[config.mk]
export PLATFORM = sky130hd
export DESIGN_NAME = branch_resolve
export DESIGN_NICKNAME = d
export VERILOG_FILES = /design/src/rtl/branch_resolve.sv
export SDC_FILE = /design/constraint.sdc
export NUM_CORES = 1
export LEC_CHECK = 0
export ABC_AREA = 1
export CAP_MARGIN = 5
export CORE_MARGIN = 3
export CORE_UTILIZATION = 50
export CTS_BUF_LIST = sky130_fd_sc_hd__clkbuf_8
export DETAILED_ROUTE_END_ITERATION = 8
export GPL_TIMING_DRIVEN = 0
export PLACE_DENSITY = 0.82
export SYNTH_ARGS = -nofsm -noshare
export SYNTH_HDL_FRONTEND = slang
export SYNTH_SLANG_ARGS = --single-unit
[constraint.sdc]
create_clock -name clk -period 2.05 [get_ports clk]
set_input_delay 0.41 -clock clk [delete_from_list [all_inputs] [get_ports clk]]
set_output_delay 0.41 -clock clk [all_outputs]
set_load 0.01 [all_outputs]
[src/rtl/branch_resolve.sv]
// branch_resolve: resolves one RV32I conditional branch per cycle.
//   Takes the branch op plus same-cycle comparator flags (less_than/equal),
//   computes direction, next PC, mispredict/illegal/misaligned flags and
//   holds them in a single-entry output register (1-cycle latency).
// Ports:
//   clk, rst                 clock, async active-high reset
//   in_valid/in_ready        op handshake; in_funct3, in_pc, in_imm,
//                            in_pred_taken, in_pred_target op payload
//   unsigned_cmp             compare mode to the operand comparator
//   less_than, equal         comparator result for the offered op
//   flush                    synchronous kill of the held/incoming op
//   out_valid/out_ready      result handshake; out_taken, out_next_pc,
//                            out_mispredict, out_illegal, out_misaligned
//   mispredict_count         saturating count of delivered mispredicts
module branch_resolve #(
  parameter int XLEN  = 32,
  parameter int CNT_W = 16
) (
  input  logic             clk,
  input  logic             rst,
  input  logic             in_valid,
  output logic             in_ready,
  input  logic [2:0]       in_funct3,
  input  logic [XLEN-1:0]  in_pc,
  input  logic [XLEN-1:0]  in_imm,
  input  logic             in_pred_taken,
  input  logic [XLEN-1:0]  in_pred_target,
  output logic             unsigned_cmp,
  input  logic             less_than,
  input  logic             equal,
  input  logic             flush,
  output logic             out_valid,
  input  logic             out_ready,
  output logic             out_taken,
  output logic [XLEN-1:0]  out_next_pc,
  output logic             out_mispredict,
  output logic             out_illegal,
  output logic             out_misaligned,
  output logic [CNT_W-1:0] mispredict_count
);

  typedef enum logic {EMPTY, FULL} state_t;

  typedef struct packed {
    logic            taken;
    logic [XLEN-1:0] next_pc;
    logic            mispredict;
    logic            illegal;
    logic            misaligned;
  } res_t;

  state_t           state, state_nxt;
  res_t             res_q, res_d;
  logic             accept, handshake;
  logic             taken, illegal;
  logic [XLEN-1:0]  target, fallthrough;
  logic [CNT_W-1:0] cnt_q;

  // BLTU/BGEU (funct3 11x) need the unsigned comparison.
  assign unsigned_cmp = in_funct3[1];

  assign out_valid   = (state == FULL);
  // A slot draining this cycle can be refilled this cycle; flush blocks intake.
  assign in_ready    = !flush && (!out_valid || out_ready);
  assign accept      = in_valid && in_ready;
  assign handshake   = out_valid && out_ready;

  assign target      = in_pc + in_imm;
  assign fallthrough = in_pc + XLEN'(4);

  always_comb begin
    taken   = 1'b0;
    illegal = 1'b0;
    case (in_funct3)
      3'b000:         taken = equal;
      3'b001:         taken = !equal;
      3'b100, 3'b110: taken = less_than;
      3'b101, 3'b111: taken = !less_than;
      default:        illegal = 1'b1;  // 010/011: taken stays 0
    endcase
  end

  // taken is already 0 for illegal encodings, so the taken-gated flags
  // and the fallthrough select need no extra illegal masking.
  always_comb begin
    res_d            = '0;
    res_d.taken      = taken;
    res_d.next_pc    = taken ? target : fallthrough;
    res_d.mispredict = !illegal && ((taken != in_pred_taken) ||
                                    (taken && (in_pred_target != target)));
    res_d.illegal    = illegal;
    res_d.misaligned = taken && (target[1:0] != 2'b00);
  end

  always_ff @(posedge clk or posedge rst) begin
    if (rst) state <= EMPTY;
    else     state <= state_nxt;
  end

  always_comb begin
    state_nxt = state;
    if (flush)          state_nxt = EMPTY;
    else if (accept)    state_nxt = FULL;
    else if (handshake) state_nxt = EMPTY;
  end

  always_ff @(posedge clk or posedge rst) begin
    if (rst)         res_q <= '0;
    else if (accept) res_q <= res_d;
  end

  // A handshake in a flush cycle still delivers, so it still counts.
  always_ff @(posedge clk or posedge rst) begin
    if (rst)
      cnt_q <= '0;
    else if (handshake && res_q.mispredict && (cnt_q != {CNT_W{1'b1}}))
      cnt_q <= cnt_q + 1'b1;
  end

  assign out_taken        = res_q.taken;
  assign out_next_pc      = res_q.next_pc;
  assign out_mispredict   = res_q.mispredict;
  assign out_illegal      = res_q.illegal;
  assign out_misaligned   = res_q.misaligned;
  assign mispredict_count = cnt_q;

endmodule

**Yosys cells after proc, flatten, opt, wreduce, memory -nomap -nowiden**

Index checks and enable logic that the tools add are counted.

- Flip-flop bits (word level): 53
- Bits in latches: 0
- RAM bits: 0
- ROM bits: 0
- Input bits: 107
- Output and inout port bits: 55
- Word-level logic and storage cells: 44
- Memories kept: 0

- $add $sub $neg: 3
- $mul: 0
- Divide/modulo/power cells: 0
- Magnitude comparators: 0
- Equality and inequality tests: 8
- Shifts and indexed selects: 0
- Mux-type cells: 6
- Bitwise logic cells: 0
- Reduce and logical (&&, ||, !) cells: 20

Operator list:

| cell | number |
|---|---|
| 32-bit by 3-bit adder with 32-bit output, second input constant | 1 |
| 32-bit adder | 1 |
| 32-bit 2-to-1 mux | 1 |
| 32-bit inequality test | 1 |
| 16-bit by 1-bit adder with 16-bit output, second input constant | 1 |
| 16-bit inequality test, second input constant | 1 |
| 3-bit equality test, second input constant | 4 |
| 1-bit logical AND | 8 |
| 6-bit OR reduction | 1 |
| 1-bit logical NOT | 4 |
| 1-bit 2-to-1 mux | 4 |
| 1-bit case mux with 4 select lines | 1 |
| 2-bit OR reduction | 2 |
| 3-bit by 1-bit equality test with 1-bit output, second input constant | 1 |
| 3-bit logical NOT | 1 |
| 3-bit nonzero test | 1 |
| 1-bit logical OR | 2 |
| 2-bit nonzero test | 1 |
| 1-bit inequality test | 1 |

**Longest topological paths before layout**

- Depth after elaboration: 6
- Depth in mapped cells: 19
- Depth with buffers taken out: 19

**Worst setup path before layout**

Ideal clock, no wire load.

- Kind: input to register
- From: in in_pc[0]
- To: reg res_q, in the netlist out_mispredict
- Setup time: 0.116 ns
- Data arrival time: 2.212 ns
- Required time: 1.934 ns
- Path slack: -0.279 ns
- Cell stages on the path: 18
- Path buffers: 0
- Path through: ha_1 > fa_1 > nand2_1 > nand3_1 > nand3_1 > nand2_1 > nand2_1 > nand2_1 > nand2_1 > nand3_1 > nand3_1 > nand2_1 > nor2_1 > nand2_1 > nor2_1 > nand3_1 > nand2_1 > nand2_1

- Longest elaborated chain between the ends: 5

Ends and longest elaborated chain:

| item | line | source |
|---|---|---|
| start: declaration | 24 | `input logic [XLEN-1:0] in_pc,` |
| 32-bit adder | 68 | `assign target = in_pc + in_imm;` |
| 32-bit inequality test | 90 | `(taken && (in_pred_target != target)));` |
| 1-bit logical AND | 90 |  |
| 1-bit logical OR | 89 | `res_d.mispredict = !illegal && ((taken != in_pred_taken) \|\|` |
| 1-bit logical AND | 89 |  |
| end signal: assignment | 109 | `else if (accept) res_q <= res_d;` |
| end: declaration | 53 | `res_t res_q, res_d;` |

No other way between the ends.
A chain may end at the register's enable or synchronous reset.

**Worst setup path after layout**

- From: in in_pc[16]
- To: reg res_q, in the netlist out_mispredict

Same word-level chain as after synthesis.

==> metrics <==
# nets final=1,418; min Tclk post-route=~2.5 ns; die width=117 µm; Syn Area/Cell=5.90 µm²; WL final=26,800 µm; initial antenna violation count=0; status=finished with violations; Clock Tree Root=clkbuf_8; reg2reg setup slack=0.01 ns; Remaining DRCs=0; clock latency on the worst-skew pair=0.31 ns; H-tree Lvls=2; commonest non-fill, non-tap cell in the layout=nand2_1; Buffers on Ports=161; Min-Delay Endpoint=out_next_pc[0]; crit-path cells=clkdlybuf4s15_2, ha_4, nand2_4, nor2_1, nand2_1, nor3_2, nand2_2, nand3_2, nand2_1, nand3b_1, nand2_1, nor2_2, nand2_1, nor2_2, nand3_2, nand2_1, nand2_1; Worst Skew=between 0.005 and 0.006 ns; Power Total=4.98 mW; CTS Buffer Depth=2; Synth top area share=between 20% and 30%; CP dominant cell by count=nand2_1; max-cap check violation count=0; Fmax=399 MHz; Crit Reg-Reg Startpoint=mispredict_count[0]; vias per cell=5.92; Largest delay share family, worst path=simple AND/OR/NAND/NOR gates; largest net degree at the start of global routing=44; slowest CP cell=ha_4; leakage=4.99 nW; Worst Hold Class=input pin to flop; initial core utilization=52.7%; Core Region=11,700 µm²; vias in the first global route=between 7k and 8k; Die Y=about 120 µm; Yosys reg bits=53; fraction of registers with async set/reset=100%; Seq/Total Area, Yosys=roughly 22%; Synth cell types=43; WL/cell=18.9 µm; Startpoint Class=input pin; Synth Flop Type=dfrtp_1; I/O pin cnt=162; normalized max-slew margin=63.4%; num rows=39; fraction of layout cells with a size suffix above 1=28.4%; main area contributors after synthesis=nand2_1 (25%), dfrtp_1 (22%), inv_1 (10%); Final Hold Fails=0; Power Dens Cells=510 nW/µm²; clock transition at the registers of the reported paths=0.09 ns; failing checks=negative setup slack; CTS sink cnt=53; drt pass-1 iters=6; post-synth top area cell=nand2_1; Reg2Reg Depth=12; Syn-to-layout area delta=58.3%; worst slew pin tran=0.549 ns; Tcrit/Tclk final=122%; worst setup margin=-0.459 ns; most frequent cells in the layout=nand2_1 (318), inv_1 (152), clkdlybuf4s50_1 (100); max-slew violation count=0; via count=8,419; Final Cell Area=9770 µm²; global-route wire length before repair=37,000 µm; GP Congestion=0.974; CTS tree=yes; Cell Area, Synth=6170 µm²; Final setup viols=9; Fill cells=739; DIE AREA=13,700 µm²; crit path capture type=flop; Largest stage delay, worst path=0.36 ns; Multi-input gate area=5440 µm²; grt ovf=0; Global Route Usage Sum=34.7%; Placement Cell Area=between 8000 and 9000 µm²; Crit path required time=2.26 ns; Worst VDD drop=between 200 and 300 µV; Hold Path Stages=3; CP arrival=between 2 and 3 ns; EDFF count, synth=0; Critical Path Fanout Max=5; crit path buf inv count=1; synth warn=0; critical path type=input pin to flop; Post-Syn Nets=1,187; Detail Placement HPWL=~18,000 µm; ant diodes=0; reg2reg end=mispredict_count[15]; register cell area after layout=~1300 µm²; RSZ-0062 raised after global routing=true; CTS buffer count=5; HP Start=in_pc[0]; Gate Count Post-Synth=approximately 1.0k; Detail Route Antenna Nets=0; Starting DRT DRC Count=between 900 and 1k
tightest hold or removal path, cell delays in order:
cell	delay, ns
buf_6	0.08
nand2_1	0.05
nand3_1	0.05
per-layer routing:
| layer | share of wire [%] | GRT usage, % |
|---|---|---|
| met5 | 0 | 0 |
| met3 | 13 | 6.38 |
| met2 | 45 | 57.1 |
| met1 | 37 | 45.0 |
| met4 | 5.9 | 13.8 |
area by class of cell:
cell class | count | area share, %
multi-input combinational | 811 | 55.7
timing repair buffer | 224 | 20.4
sequential | 53 | 13.6
inverter | 173 | 6.74
tap | 143 | 1.83
clock buffer | 6 | 0.846
buffer | 9 | 0.500
clock inverter | 2 | 0.346
cells in the mapped netlist, drive strengths merged, types with 4 or more instances:
cell    number
nor2        89
nor4         4
inv        172
nand3b      18
xor2        29
a21oi       31
nand2      414
o21ai       13
nand4       15
xnor2       13
nor3        14
o21a         4
nand3      100
ha          33
and2         4
clkbuf       6
o211ai      12
dfrtp       53
how the worst max path moves through the flow:
| stage | cells past startpoint | endpoint | from | slack [ns] |
|---|---|---|---|---|
| after floorplan | 18 | out_mispredict | in_pc[0] | -0.09 |
| after global routing | 17 | out_mispredict | in_imm[15] | -0.54 |
| after detailed placement | 18 | out_mispredict | in_pc[21] | -1.36 |
| after global placement | 18 | out_mispredict | in_pc[21] | -1.36 |
| after CTS | 19 | out_mispredict | in_imm[0] | -0.21 |
| final | 17 | out_mispredict | in_pc[16] | -0.46 |
cell families (layout without fill, tap and decap cells):
logic type               count (synthesis)  after routing  synth area share (%)
flip-flops                              53             53                  21.5
adder cells (fa/ha/maj)                 34             34                  7.02
XOR/XNOR                                44             44                  6.71
AO/OA/AOI/OAI                           70             70                  6.96
AND/OR/NAND/NOR                        663            663                  46.6
buffers and inverters                  182            414                  11.2
stage by stage:
step | setup TNS (ns) | worst slack [ns] | std cells | hold WS [ns] | utilization, %
5_1_grt | -1.57 | -0.536 | 1421 | 0.312 | 83.4
3_5_place_dp | -25.74 | -1.36 | 1351 | 0.465 | 68.6
3_3_place_gp | -55.70 | -1.36 | 1350 | 0.462 | 68.5
2_1_floorplan | -0.0867 | -0.0867 | 1046 | 0.476 | -
4_1_cts | -0.302 | -0.213 | 1410 | 0.301 | 79.6
6_report | -0.944 | -0.459 | 1421 | 0.318 | 83.4
sequential cells by signal, indices dropped and copies added (netlist names):
register,count
out_next_pc,32
out_illegal,1
out_misaligned,1
out_taken,1
out_mispredict,1
out_valid,1
mispredict_count,16
power by group:
group	total (mW)	internal, mW	leakage, nW	switching (mW)
Clock	0.727	0.393	0.0626	0.334
Combinational	2.91	1.30	4.28	1.61
Sequential	1.35	1.23	0.643	0.120
Total	4.98	2.92	4.99	2.07
what timing repair did:
action / in CTS / in global routing
endpoints found under the setup margin: 38 / 34
pin swaps: 73 / 72
endpoints found under the hold margin: 0 / 0
hold buffers: 0 / 0
setup buffers: 51 / 13
cloned: 0 / 0
resized for setup: 317 / 141
No activity file was read; power rests on OpenSTA's default activity.
